--- src/rtl/s2p_deser.sv ---
// s2p_deser: serial-to-parallel deserializer, LSB/MSB-first, back-to-back frames, wrapping frame count.
// Define S2P_PARITY_EN to take a trailing even-parity bit per frame and report parity_err.
module s2p_deser #(
    parameter int WIDTH = 8,
    parameter int CNT_W = 8
) (
    input  logic             clk,
    input  logic             rst_n,
    input  logic             start,
    input  logic             din,
    input  logic             din_valid,
    input  logic             msb_first,
    output logic [WIDTH-1:0] out_p,
    output logic             ready,
    output logic             busy,
    output logic [CNT_W-1:0] frame_cnt
`ifdef S2P_PARITY_EN
    ,
    output logic             parity_err
`endif
);
    localparam int BW = $clog2(WIDTH + 1);
`ifdef S2P_PARITY_EN
    typedef enum logic [1:0] {IDLE, SHIFT, PARITY} state_t;
`else
    typedef enum logic [1:0] {IDLE, SHIFT} state_t;
`endif
    state_t           state;
    logic [WIDTH-1:0] sr;
    logic [BW-1:0]    cnt;
    logic             ord;
    logic             first;
    logic             last;
    logic             o;
    logic [WIDTH-1:0] nxt;
    // bit 0 of every frame (from IDLE or back-to-back) uses the live msb_first
    assign first = cnt == '0;
    assign last  = cnt == BW'(WIDTH - 1);
    assign o     = first ? msb_first : ord;
    assign nxt   = o ? {sr[WIDTH-2:0], din} : {din, sr[WIDTH-1:1]};
    always_ff @(posedge clk or negedge rst_n) begin
        if (!rst_n) begin
            state     <= IDLE;
            sr        <= '0;
            cnt       <= '0;
            ord       <= 1'b0;
            out_p     <= '0;
            ready     <= 1'b0;
            busy      <= 1'b0;
            frame_cnt <= '0;
`ifdef S2P_PARITY_EN
            parity_err <= 1'b0;
`endif
        end else begin
            ready <= 1'b0;
            if (!start) begin
                state <= IDLE;
                busy  <= 1'b0;
                cnt   <= '0;
                sr    <= '0;
            end else if (din_valid) begin
                busy <= 1'b1;
`ifdef S2P_PARITY_EN
                if (state == PARITY) begin
                    out_p      <= sr;
                    parity_err <= ^{sr, din};
                    ready      <= 1'b1;
                    frame_cnt  <= frame_cnt + 1'b1;
                    state      <= SHIFT;
                end else begin
`else
                begin
`endif
                    sr <= nxt;
                    if (first) ord <= msb_first;
                    if (last) begin
                        cnt <= '0;
`ifdef S2P_PARITY_EN
                        state <= PARITY;
`else
                        state     <= SHIFT;
                        out_p     <= nxt;
                        ready     <= 1'b1;
                        frame_cnt <= frame_cnt + 1'b1;
`endif
                    end else begin
                        state <= SHIFT;
                        cnt   <= cnt + 1'b1;
                    end
                end
            end
        end
    end
endmodule

--- config.mk ---
export PLATFORM = sky130hd
export DESIGN_NAME = s2p_deser
export DESIGN_NICKNAME = d
export VERILOG_FILES = /design/src/rtl/s2p_deser.sv
export SDC_FILE = /design/constraint.sdc
export NUM_CORES = 1
export LEC_CHECK = 0
export BUFFER_PORTS_ARGS = -buffer_cell sky130_fd_sc_hd__buf_4
export CORE_MARGIN = 2
export CORE_UTILIZATION = 40
export DETAILED_ROUTE_END_ITERATION = 8
export PLACE_DENSITY = 0.58
export SLEW_MARGIN = 20
export SYNTH_ARGS = -nofsm -noshare
export SYNTH_HDL_FRONTEND = slang
export SYNTH_SLANG_ARGS = --single-unit
--- constraint.sdc ---
create_clock -name clk -period 1.8 [get_ports clk]
set_input_delay 0.27 -clock clk [delete_from_list [all_inputs] [get_ports clk]]
set_output_delay 0.27 -clock clk [all_outputs]
set_load 0.05 [all_outputs]
==> impl_metrics.env <==
export IMPL_routed_via_density=5.13
export IMPL_ctsResizeCount=0
export IMPL_wl_per_cell_um=14.2
export IMPL_io_buffers=23
export IMPL_critPathTopFamily="simple AND/OR/NAND/NOR gates"
export IMPL_synth_flop_cell="dfrtp_1"
export IMPL_clock_root_buffer="clkbuf_8"
export IMPL_slew_viol_final=0
export IMPL_pin_count=24
export IMPL_grt_pass1_vias=1151
export IMPL_synth_cells=141
export IMPL_min_path_type="input pin to flip-flop"
export IMPL_num_antenna_cells=0
export IMPL_syn_nets=150
export IMPL_first_pass_iters=4
export IMPL_leakagePower_nw=0.991
export IMPL_yosysWarningCount=0
export IMPL_grt_overflow_total=0
export IMPL_grt_pass1_wl_mm=5.36
export IMPL_fill_cells=361
export IMPL_crit_path_start_kind="flip-flop"
export IMPL_initial_utilization=0.427
export IMPL_setup_violations_final=0
export IMPL_cts_made_buffers=5
export IMPL_cts_sinks=31
export IMPL_worstSkewPairLatency_ps=280
export IMPL_clk_path_buf_depth=2
export IMPL_ys_types=31
export IMPL_core_area_sq_um=3740
export IMPL_placed_cell_area_sq_um=1810
export IMPL_fin_crit_ps=1680
export IMPL_clk_pin_slew_worst_paths_ps=60
export IMPL_critPathRequiredTime_ps=1960
export IMPL_holdWs_ps=304
export IMPL_ctsHoldBuffers=1
export IMPL_htree_num_levels=2
export IMPL_crit_slowest_cell="or3_4"
export IMPL_final_util=0.514
export IMPL_dp_cells=207
export IMPL_drc=0
export IMPL_synth_async_reset_ratio=1.00
export IMPL_synth_seq_cells=31
export IMPL_outcome="completed"
export IMPL_antenna_found_initial=0
export IMPL_ant_nets=0
export IMPL_syn_to_final_growth_pct=20.2
export IMPL_synth_seq_area_share=0.485
export IMPL_drt_total_wl_mm=3.07
export IMPL_final_area_sq_um=1920
export IMPL_cp_arrival_ps=1840
export IMPL_cp_max_fo=11
export IMPL_crit_type="flip-flop to flip-flop"
export IMPL_grt_max_degree=32
export IMPL_clock_skew_ps=4.88
export IMPL_first_iter_violations=85
export IMPL_die_w_um=67.3
export IMPL_gp_congestion=0.792
export IMPL_path_buf_inv=0
export IMPL_crit_chain="ha_1 -> nand2_2 -> or3_4 -> mux2_1"
export IMPL_grtUsageTotal=0.163
export IMPL_vias=1108
export IMPL_row_count=22
export IMPL_die_area_sq_um=4520
export IMPL_cts_setup_buffers=0
export IMPL_synth_edf_count=0
export IMPL_die_y_um=67.3
export IMPL_netlist_area_sq_um=1600
export IMPL_rsz0062_at_grt="false"
export IMPL_peakVddDrop_mv=0.521
export IMPL_max_freq_mhz=596
export IMPL_drive_above_1_share=0.220
export IMPL_slowest_delay_ps=490
export IMPL_fin_setup_tns_ps=0
export IMPL_cp_end_kind="flip-flop"
export IMPL_finalCritPeriodShare=0.932
export IMPL_hold_viol_final=0
export IMPL_synth_avg_cell_area_sq_um=11.3
export IMPL_num_nets_final=176
export IMPL_stdcell_count=216
export IMPL_cellPowerDensity_nw_per_um2=787
export IMPL_worst_slew_pin_slew_ps=449
export IMPL_slew_headroom=0.700
export IMPL_cts_tree="done"
export IMPL_dp_hpwl_mm=2.15
export IMPL_cap_violations=0
==> routing by layer <==
metal	up-vias	track usage	routed length, um
li1	538	-	-
met3	7	0.0450	115
met5	-	0	0
met4	0	0.0765	54
met2	19	0.271	1470
met1	544	0.197	1430
==> cell usage in the layout (no fill, tap or decap) <==
cell	synthesis	routed
mux2_4	1	1
a31o_1	6	6
inv_2	1	1
mux2_1	9	9
xor2_1	5	5
nand4_1	2	2
nor4_1	1	1
buf_4	0	26
nand3_1	3	3
nor2b_1	1	1
dfrtp_1	31	31
or3_1	1	1
nand2_2	1	1
nand4b_1	2	2
or3_4	1	1
nor2_1	7	7
clkbuf_1	2	1
dlygate4sd3_1	0	1
a21boi_1	1	1
inv_1	6	6
ha_1	3	3
clkbuf_8	0	7
and2_1	2	2
o21a_1	1	1
nor3_1	4	4
nor3b_1	1	1
xnor2_1	4	4
nand2_1	12	12
o22ai_1	2	2
mux2i_1	25	25
==> Yosys cell counts (3+ instances only) <==
master    n  area [sq um]
xnor2_1   4          35.0
ha_1      3          37.5
mux2i_1  25           250
nand3_1   3          15.0
nand2_1  12          45.0
a31o_1    6          52.6
dfrtp_1  31           776
buf_2     3          15.0
xor2_1    5          43.8
mux2_1    9           101
nor2_1    7          26.3
inv_1     6          22.5
nor3_1    4          20.0
==> stage by stage <==
stage               setup slack, ps  total power [mW]
finish                          123              1.51
global route                   54.3              1.59
CTS                             120              1.53
detailed placement              132             0.927
global placement                170             0.922
floorplan                       197             0.874
==> kinds of logic (layout without fill, tap and decap cells) <==
kind of cell | count (synthesis) | count (layout) | synth area share
AOI/OAI and AO/OA | 10 | 10 | 0.0500
buffers and inverters | 15 | 42 | 0.0430
and+or+nand+nor | 38 | 38 | 0.120
DFF | 31 | 31 | 0.485
adders and majority gates | 3 | 3 | 0.0235
xor gates and xnor gates | 9 | 9 | 0.0493
muxes | 35 | 35 | 0.229
==> final timing paths <==
| kind | slack, ps | from | depth (start not counted) | to |
|---|---|---|---|---|
| hold / removal | 300 | start | 2 | busy |
| min in group asynchronous | 460 | rst_n | 2 | out_p[2] |
| hold reg to reg | 470 | frame_cnt[7] | 1 | frame_cnt[7] |
| max in group asynchronous | 1050 | rst_n | 2 | cnt[1] |
| setup / recovery | 120 | cnt[0] | 4 | out_p[0] |
| setup reg to reg | 120 | cnt[0] | 4 | out_p[0] |
==> area by class of cell <==
cell class,instances,area (sq um),share of cell area
Clock buffer,8,100,0.0520
Inverter,7,26.3,0.0137
Multi-Input combinational cell,95,756,0.393
Sequential cell,31,776,0.403
Tap cell,48,60.1,0.0312
Timing Repair Buffer,27,205,0.107
==> power by group <==
| group | total, mW | leakage [nW] | internal (mW) | switching [mW] |
|---|---|---|---|---|
| logic | 0.164 | 0.533 | 0.0805 | 0.0839 |
| clock network | 0.599 | 0.0515 | 0.348 | 0.251 |
| registers | 0.750 | 0.406 | 0.714 | 0.0356 |
| total | 1.51 | 0.991 | 1.14 | 0.370 |
==> state kept, by name, indices dropped and copies added, names as in the netlist <==
name and cells:
cnt 4, ready 1, sr 8, ord 1, frame_cnt 8, out_p 8, busy 1
(Power assumes the default switching activity.)
